File: src/rtl/irst_sched.sv
// irst_sched: host-configurable scheduler for the fetch-stage instruction-memory self-test.
// Starts runs on command or on a programmable period, holds the enable until the fetch
// stage reports done (or the run times out), then records run count, irq and err.
module irst_sched #(
  parameter int unsigned TIMEOUT  = 1023,
  parameter int unsigned PERIOD_W = 16
) (
  input  logic        clk,
  input  logic        rst,
  input  logic        cfg_we,
  input  logic [1:0]  cfg_addr,
  input  logic [15:0] cfg_wdata,
  output logic [15:0] cfg_rdata,
  input  logic        irst_done,
  output logic [15:0] irst_reg_data,
  output logic        busy,
  output logic        irq,
  output logic        err
);

  // tmo_cnt only ever holds 0..TIMEOUT-1
  localparam int unsigned TmoW = (TIMEOUT > 1) ? $clog2(TIMEOUT) : 1;
  localparam logic [TmoW-1:0] TmoLast = TmoW'(TIMEOUT - 1);

  typedef enum logic [1:0] {
    StIdle,
    StRun,
    StRelease
  } state_e;

  state_e              state_q;
  logic                auto_en_q;
  logic [6:0]          pc_limit_q;
  logic [5:0]          mis_count_q;
  logic [PERIOD_W-1:0] period_q;
  logic [PERIOD_W-1:0] period_cnt_q;
  logic [TmoW-1:0]     tmo_cnt_q;
  logic [7:0]          run_cnt_q;
  logic                irq_q;
  logic                err_q;
  logic                en_q;
  logic                busy_q;
  logic [6:0]          snap_limit_q;
  logic [5:0]          snap_cnt_q;

  logic ctrl_wr;
  logic start_req;
  logic clear_req;
  logic period_on;
  logic auto_trig;

  // Decode host commands and the auto-trigger condition
  always_comb begin
    ctrl_wr   = cfg_we && (cfg_addr == 2'd0);
    start_req = ctrl_wr && cfg_wdata[1];
    clear_req = ctrl_wr && cfg_wdata[2];
    period_on = auto_en_q && (period_q != '0);
    auto_trig = period_on && (period_cnt_q == (period_q - PERIOD_W'(1)));
  end

  // Config registers, counters, sticky flags and the run FSM with registered outputs
  always_ff @(posedge clk) begin
    if (rst) begin
      state_q      <= StIdle;
      auto_en_q    <= 1'b0;
      pc_limit_q   <= '0;
      mis_count_q  <= '0;
      period_q     <= '0;
      period_cnt_q <= '0;
      tmo_cnt_q    <= '0;
      run_cnt_q    <= '0;
      irq_q        <= 1'b0;
      err_q        <= 1'b0;
      en_q         <= 1'b0;
      busy_q       <= 1'b0;
      snap_limit_q <= '0;
      snap_cnt_q   <= '0;
    end else begin
      if (cfg_we) begin
        case (cfg_addr)
          2'd0: auto_en_q <= cfg_wdata[0];
          2'd1: begin
            pc_limit_q  <= cfg_wdata[14:8];
            mis_count_q <= cfg_wdata[5:0];
          end
          2'd2: period_q <= PERIOD_W'(cfg_wdata);
          default: ;
        endcase
      end

      // Clear first; a set later in this block overrides it (set wins)
      if (clear_req) begin
        irq_q <= 1'b0;
        err_q <= 1'b0;
      end

      if (ctrl_wr && !cfg_wdata[0]) begin
        period_cnt_q <= '0;
      end else if ((state_q == StIdle) && period_on) begin
        period_cnt_q <= period_cnt_q + PERIOD_W'(1);
      end

      case (state_q)
        StIdle: begin
          if (start_req || auto_trig) begin
            state_q      <= StRun;
            en_q         <= 1'b1;
            busy_q       <= 1'b1;
            period_cnt_q <= '0;
            tmo_cnt_q    <= '0;
            snap_limit_q <= pc_limit_q;
            snap_cnt_q   <= mis_count_q;
          end
        end
        StRun: begin
          if (irst_done) begin
            state_q   <= StRelease;
            en_q      <= 1'b0;
            run_cnt_q <= run_cnt_q + 8'd1;
            irq_q     <= 1'b1;
          end else if (tmo_cnt_q == TmoLast) begin
            state_q <= StRelease;
            en_q    <= 1'b0;
            err_q   <= 1'b1;
          end else begin
            tmo_cnt_q <= tmo_cnt_q + TmoW'(1);
          end
        end
        StRelease: begin
          // Wait for the fetch stage to leave its done state before allowing another run
          if (!irst_done) begin
            state_q <= StIdle;
            busy_q  <= 1'b0;
          end
        end
        default: begin
          state_q <= StIdle;
          en_q    <= 1'b0;
          busy_q  <= 1'b0;
        end
      endcase
    end
  end

  // Host read mux; start/clear bits always read back as 0
  always_comb begin
    cfg_rdata = '0;
    case (cfg_addr)
      2'd0: cfg_rdata = {15'd0, auto_en_q};
      2'd1: cfg_rdata = {1'b0, pc_limit_q, 2'b00, mis_count_q};
      2'd2: cfg_rdata = 16'(period_q);
      default: cfg_rdata = {run_cnt_q, 5'd0, irq_q, err_q, busy_q};
    endcase
  end

  assign irst_reg_data = {en_q, snap_limit_q, 2'b00, snap_cnt_q};
  assign busy          = busy_q;
  assign irq           = irq_q;
  assign err           = err_q;

endmodule

File: config.mk
export PLATFORM = sky130hd
export DESIGN_NAME = irst_sched
export DESIGN_NICKNAME = d
export VERILOG_FILES = /design/src/rtl/irst_sched.sv
export SDC_FILE = /design/constraint.sdc
export NUM_CORES = 1
export LEC_CHECK = 0
export ABC_AREA = 1
export ABC_CLOCK_PERIOD_IN_PS = 2400
export CELL_PAD_IN_SITES_DETAIL_PLACEMENT = 1
export CELL_PAD_IN_SITES_GLOBAL_PLACEMENT = 2
export CORE_ASPECT_RATIO = 1.5
export CORE_MARGIN = 2
export CORE_UTILIZATION = 31
export CTS_CLUSTER_SIZE = 28
export DETAILED_ROUTE_END_ITERATION = 16
export HOLD_SLACK_MARGIN = 0.05
export PLACE_DENSITY_LB_ADDON = 0.12
export SYNTH_ARGS = -nofsm -noshare
export SYNTH_HDL_FRONTEND = slang
export SYNTH_SLANG_ARGS = --single-unit
File: constraint.sdc
create_clock -name clk -period 2.4 [get_ports clk]
set_clock_uncertainty 0.1 [all_clocks]
set_input_delay 0.6 -clock clk [delete_from_list [all_inputs] [get_ports clk]]
set_output_delay 0.6 -clock clk [all_outputs]
set_load 0.1 [all_outputs]
==> results of run 1 <==
-- cell type report --
class                      instances  share of cell area, %
clock inverter                     5                   1.34
inverter                          83                   5.27
sequential                        83                   26.3
tap                              196                   3.87
multi-input combinational        479                   41.7
timing repair buffer             102                   17.6
clock buffer                      11                   3.99
-- logic make-up (layout without fill, tap and decap cells) --
family	count (synthesis)	after routing
AOI/OAI and AO/OA	118	118
other	1	2
buffers and inverters	108	201
DFF	83	83
xor gates and xnor gates	25	25
adders and majority gates	6	6
and+or+nand+nor	327	328
-- layout by cell type (no fill, tap or decap), drive strengths merged --
cell	n
nand2	162
dfxtp	83
inv	82
buf	82
nor2	74
nand3	66
a21oi	64
o21ai	36
clkdlybuf4s50	19
xor2	15
clkbuf	12
xnor2	10
nand4	9
o221ai	8
nor3	6
ha	6
o22ai	5
nand3b	4
clkinv	3
nor4	3
nor3b	3
o211ai	2
conb	2
bufinv	2
a31oi	2
or2	1
o21a	1
clkinvlp	1
-- report_power, final --
group / switching, mW / leakage, nW / total, mW / internal [mW]
Combinational: 0.893 / 1.72 / 1.38 / 0.486
Sequential: 0.0759 / 0.674 / 1.53 / 1.45
Clock: 0.605 / 0.162 / 1.58 / 0.973
-- flip-flops by register name (all words and copies together) (netlist names) --
signal and cells:
period_cnt_q 16, period_q 16, tmo_cnt_q 10, run_cnt_q 8, pc_limit_q 7, snap_limit_q 7, mis_count_q 6, snap_cnt_q 6
state_q 2, auto_en_q 1, busy 1, en_q 1, err 1, irq 1
-- final timing paths --
kind	cells past startpoint	end
min	1	run_cnt_q[6]$_SDFFE_PP0P_
min reg2reg	1	run_cnt_q[6]$_SDFFE_PP0P_
max	7	cfg_rdata[10]
max reg2reg	16	tmo_cnt_q[0]$_SDFFE_PP0P_
-- worst max-delay path, stage by stage --
cell	delay, ns
buf_4	0.16
inv_12	0.04
nor2_4	0.14
clkinv_4	0.12
buf_8	0.16
o221ai_4	0.20
buf_12	0.21
-- routing by layer --
layer	track usage [%]	up-vias
met1	22.9	2183
met3	2.62	20
met4	5.65	0
met5	0	-
met2	38.2	49
li1	-	2349
-- repair_timing --
action,CTS,global route
gates cloned,0,2
buffers inserted,0,2
pin swaps,2,13
setup endpoints to repair,16,46
resized for setup,28,25
==> flow_summary.yaml, run 1 <==
status:
  status: "finished, final reports clean"
cells_and_area:
  fin_nets: 786
  multi_input_area_mm2: 0.00264
  instances_no_fill: 959
  regArea_mm2: 0.00166
  syn_to_final_growth_pct: 40.1
  n_antenna_cell: 0
  post-route-util_pct: 44.0
  layout-drive-gt1-share_pct: 20.1
  final_area_mm2: 0.00633
  final.fill_count: 1815
clock_tree:
  cts_buffer_depth: 2
  cts_tree: "built"
  cts_max_level: 3
  cts_sinks: 83
  cts-root-buf: "clkbuf_16"
  clkLatencyLatePin_ns: 0.34
  numCtsBuffers: 9
  postCtsHoldBufs: 0
  clkTransAtPathRegs_ns: 0.06
power_and_ir_drop:
  vdd_ir_drop_max_uv: 436
  p_leak_nw: 2.55
  p_per_area_mw_per_mm2: 708
  power_mw: 4.48
logic_synthesis:
  muxShareOfSynthArea_pct: 0
  synth.distinct_cells: 37
  yosysTopAreaCell: "dfxtp_1"
  synth_fa_ha_area_share_pct: 1.66
  synthArstFlopShare_pct: 0
  synthCells: 668
  synth-compound-area-share_pct: 14.2
  synth_top_cell_area_share_pct: 36.7
  ys_seq_area_share_pct: 36.7
  synth_area_leaders: "dfxtp_1 (37%), nand2_1 (13%), nand3_1 (7.0%)"
  ys_ff_latch: 83
  yosys_most_used_dff: "dfxtp_1"
  synth_top_family_by_area: "simple AND/OR/NAND/NOR gates"
  post-synth-top-count-cell: "nand2_1"
  synth_edf_count: 0
  yosys_warnings: 0
  avgSynthCellArea_um2: 6.77
  synthTopCellsByCount: "nand2_1 (155), dfxtp_1 (83), inv_1 (80), nor2_1 (67), nand3_1 (63)"
  yosys.area_share.xor_xnor_pct: 4.84
  synth-simple-area-share_pct: 32.4
  syn_area_mm2: 0.00452
floorplan:
  die_y_um: 152
  die-width_um: 103
  rows: 54
  initial_core_util_pct: 31.4
  ios: 57
  die_area_mm2: 0.0156
  core_area_mm2: 0.0144
route:
  wl_um: 15600
  wl_met3_um: 360
  drc: 0
  vias: 4601
  met2WireLength_um: 8670
  dr.pass1.iters: 4
  wl_per_cell_um: 16.3
  postRouteAntennaNets: 0
  drt_iter0_drc: 94
  viasPerCell: 4.80
  top_layer_used: "met4"
  drt-met1-wl_um: 6290
worst_setup_path:
  cp_max_fo: 8
  critPathLaunchType: "input pin"
  r2r_start: "period_q[0]$_SDFFE_PP0P_"
  crit_arrival_ns: 1.63
  end_kind: "primary output"
  required_ns: 1.70
  reg2reg_slack_ns: 0.17
  path_class: "in2out"
  startpoint: "cfg_addr[1]"
timing:
  finalSetupTns_ns: 0
  setup_viol_count_final: 0
  finalCritPeriodShare_pct: 97.1
  min_period_ns: 2.33
  hold_slack_ns: 0.338
  clock.fmax_mhz: 429
  fin_ws_ns: 0.0690
  final-max-slew-violation-count: 0
  hold_viol: 0
placement:
  place_ws_ns: -0.421
  place_congestion: 0.810
  dp.cells: 940
  port_buffers: 54
  dp_hpwl_um: 12200
  placed_area_mm2: 0.00577
flow_run:
  maxCapViolCount: 0
worst_hold_path:
  hp-class: "reg2reg"
  min_from: "run_cnt_q[5]$_SDFFE_PP0P_"
grt:
  antenna_found_initial: 0
  groute.usage.overall_pct: 20.2
  grt_overflow: 0
  grt_pass1_wl_um: 24600
  grt_max_degree: 33
  grt_pass1_vias: 4844
Power figures use the tool's default switching activity.
==> inputs of run 2 (changes only) <==
--- a/config.mk
+++ b/config.mk
@@ -15,6 +15,7 @@
 export CTS_CLUSTER_SIZE = 28
 export DETAILED_ROUTE_END_ITERATION = 16
 export HOLD_SLACK_MARGIN = 0.05
+export MAX_ROUTING_LAYER = met4
 export PLACE_DENSITY_LB_ADDON = 0.12
 export SYNTH_ARGS = -nofsm -noshare
 export SYNTH_HDL_FRONTEND = slang
==> flow_summary.yaml, run 2 (synthesis gave the netlist of run 1 again) <==
route:
  drc: 0
  wl_per_cell_um: 16.3
  postRouteAntennaNets: 0
  drt_iter0_drc: 98
  vias: 4638
  dr.pass1.iters: 4
  viasPerCell: 4.84
  wl_um: 15700
worst_setup_path:
  critPathTopFamily: "buffers and inverters"
  crit_arrival_ns: 1.63
  path_cells: "buf_4 -> inv_12 -> nor2_4 -> clkinv_4 -> buf_8 -> o221ai_4 -> buf_12"
  path_class: "in2out"
  critPathLaunchType: "input pin"
  critPathBufInv: 5
  slowest_delay_ns: 0.21
  r2r_start: "period_q[0]$_SDFFE_PP0P_"
  required_ns: 1.70
  cp_max_fo: 8
  end_kind: "primary output"
  startpoint: "cfg_addr[1]"
  critPathSlowestCell: "buf_12"
placement:
  dp.cells: 940
  port_buffers: 54
  dp_hpwl_um: 12200
  place_congestion: 0.822
cells_and_area:
  most-common-layout-cells: "nand2_1 (153), dfxtp_1 (81), inv_1 (74), a21oi_1 (62), nand3_1 (62)"
  layout-drive-gt1-share_pct: 20.1
  fin_nets: 786
  final_common_cell: "nand2_1"
  reg_top3: "period_cnt_q (16), period_q (16), tmo_cnt_q (10)"
  n_antenna_cell: 0
  final.fill_count: 1814
  syn_to_final_growth_pct: 40.1
  instances_no_fill: 959
grt:
  grt_max_degree: 33
  groute.usage.overall_pct: 20.8
  grt_overflow: 0
  antenna_found_initial: 0
  grt_pass1_vias: 4828
  grt_pass1_wl_um: 24700
floorplan:
  die_y_um: 152
  rows: 54
  core_area_mm2: 0.0144
  die_area_mm2: 0.0156
  ios: 57
  initial_core_util_pct: 31.4
  die-width_um: 103
power_and_ir_drop:
  p_switching_mw: 1.58
  p_sw_share_pct: 35.2
  vdd_ir_drop_max_uv: 437
  p_per_area_mw_per_mm2: 709
  power_frac_comb_pct: 30.7
  p_clk_share_pct: 35.2
  power_frac_seq_pct: 34.0
  p_int_mw: 2.91
  p_leak_nw: 2.55
clock_tree:
  cts_sinks: 83
  cts_max_level: 3
  clkLatencyLatePin_ns: 0.34
  cts_buffer_depth: 2
  clkTransAtPathRegs_ns: 0.06
  numCtsBuffers: 9
  cts-root-buf: "clkbuf_16"
  postCtsHoldBufs: 0
  cts_tree: "built"
timing:
  final-max-slew-violation-count: 0
  min_period_ns: 2.33
  finalCritPeriodShare_pct: 97.1
  setup_viol_count_final: 0
  hold_slack_ns: 0.337
  clock.fmax_mhz: 429
  hold_viol: 0
worst_hold_path:
  min_from: "run_cnt_q[5]$_SDFFE_PP0P_"
  hp-class: "reg2reg"
flow_run:
  maxCapViolCount: 0
status:
  status: "finished, final reports clean"
-- run 2: cell counts in the layout (fill, tap and decap cells not counted) --
No cell type changed its count.
-- run 2: per-layer routing --
metal  global-route usage (%)  part of all wire [%]
met1                     23.0                    41
met2                     38.2                    55
met3                     2.53                   2.1
met4                     5.65                   2.1
met5                        -                     0
-- run 2: layout make-up --
type / instances / area (um2) / area share, %
tap: 196 / 245 / 3.87
sequential: 83 / 1660 / 26.3
inverter: 83 / 334 / 5.27
multi-input combinational: 479 / 2640 / 41.7
clock inverter: 5 / 85.1 / 1.34
timing repair buffer: 102 / 1110 / 17.6
clock buffer: 11 / 253 / 3.99
-- run 2: power groups by stage --
stage / Clock, mW / Sequential (mW) / Combinational (mW)
6_report: 1.58 / 1.53 / 1.38
4_1_cts: 1.61 / 1.53 / 1.30
3_3_place_gp: 0 / 1.55 / 1.24
2_1_floorplan: 0 / 1.58 / 0.801
5_1_grt: 1.69 / 1.54 / 1.52
3_5_place_dp: 0 / 1.56 / 1.28
-- run 2: worst paths after layout --
check / to / slack (ns) / cells after the start
setup / recovery: cfg_rdata[10] / 0.07 / 7
hold / removal: run_cnt_q[6]$_SDFFE_PP0P_ / 0.34 / 1
setup reg to reg: period_cnt_q[13]$_SDFF_PP0_ / 0.18 / 14
hold reg to reg: run_cnt_q[6]$_SDFFE_PP0P_ / 0.34 / 1
-- run 2: metrics by stage --
stage | cell area (um2) | total power, mW | TNS (ns) | util [%] | setup WS, ns
2_1_floorplan | 4620 | 2.38 | -5.52 | - | -0.734
3_3_place_gp | 5770 | 2.80 | -5.31 | 40.1 | -0.370
3_5_place_dp | 5770 | 2.83 | -5.79 | 40.1 | -0.421
4_1_cts | 6200 | 4.44 | 0 | 43.1 | 0.00630
5_1_grt | 6330 | 4.74 | -0.00232 | 44.0 | -0.00232
6_report | 6330 | 4.49 | 0 | 44.0 | 0.0697
-- run 2: repair_timing --
action / 4_1_cts / 5_1_grt
gates cloned: 0 / 2
endpoints found under the setup margin: 16 / 46
endpoints found under the hold margin: 0 / 0
pin swaps: 2 / 13
setup buffers: 0 / 2
gates resized for setup: 28 / 25
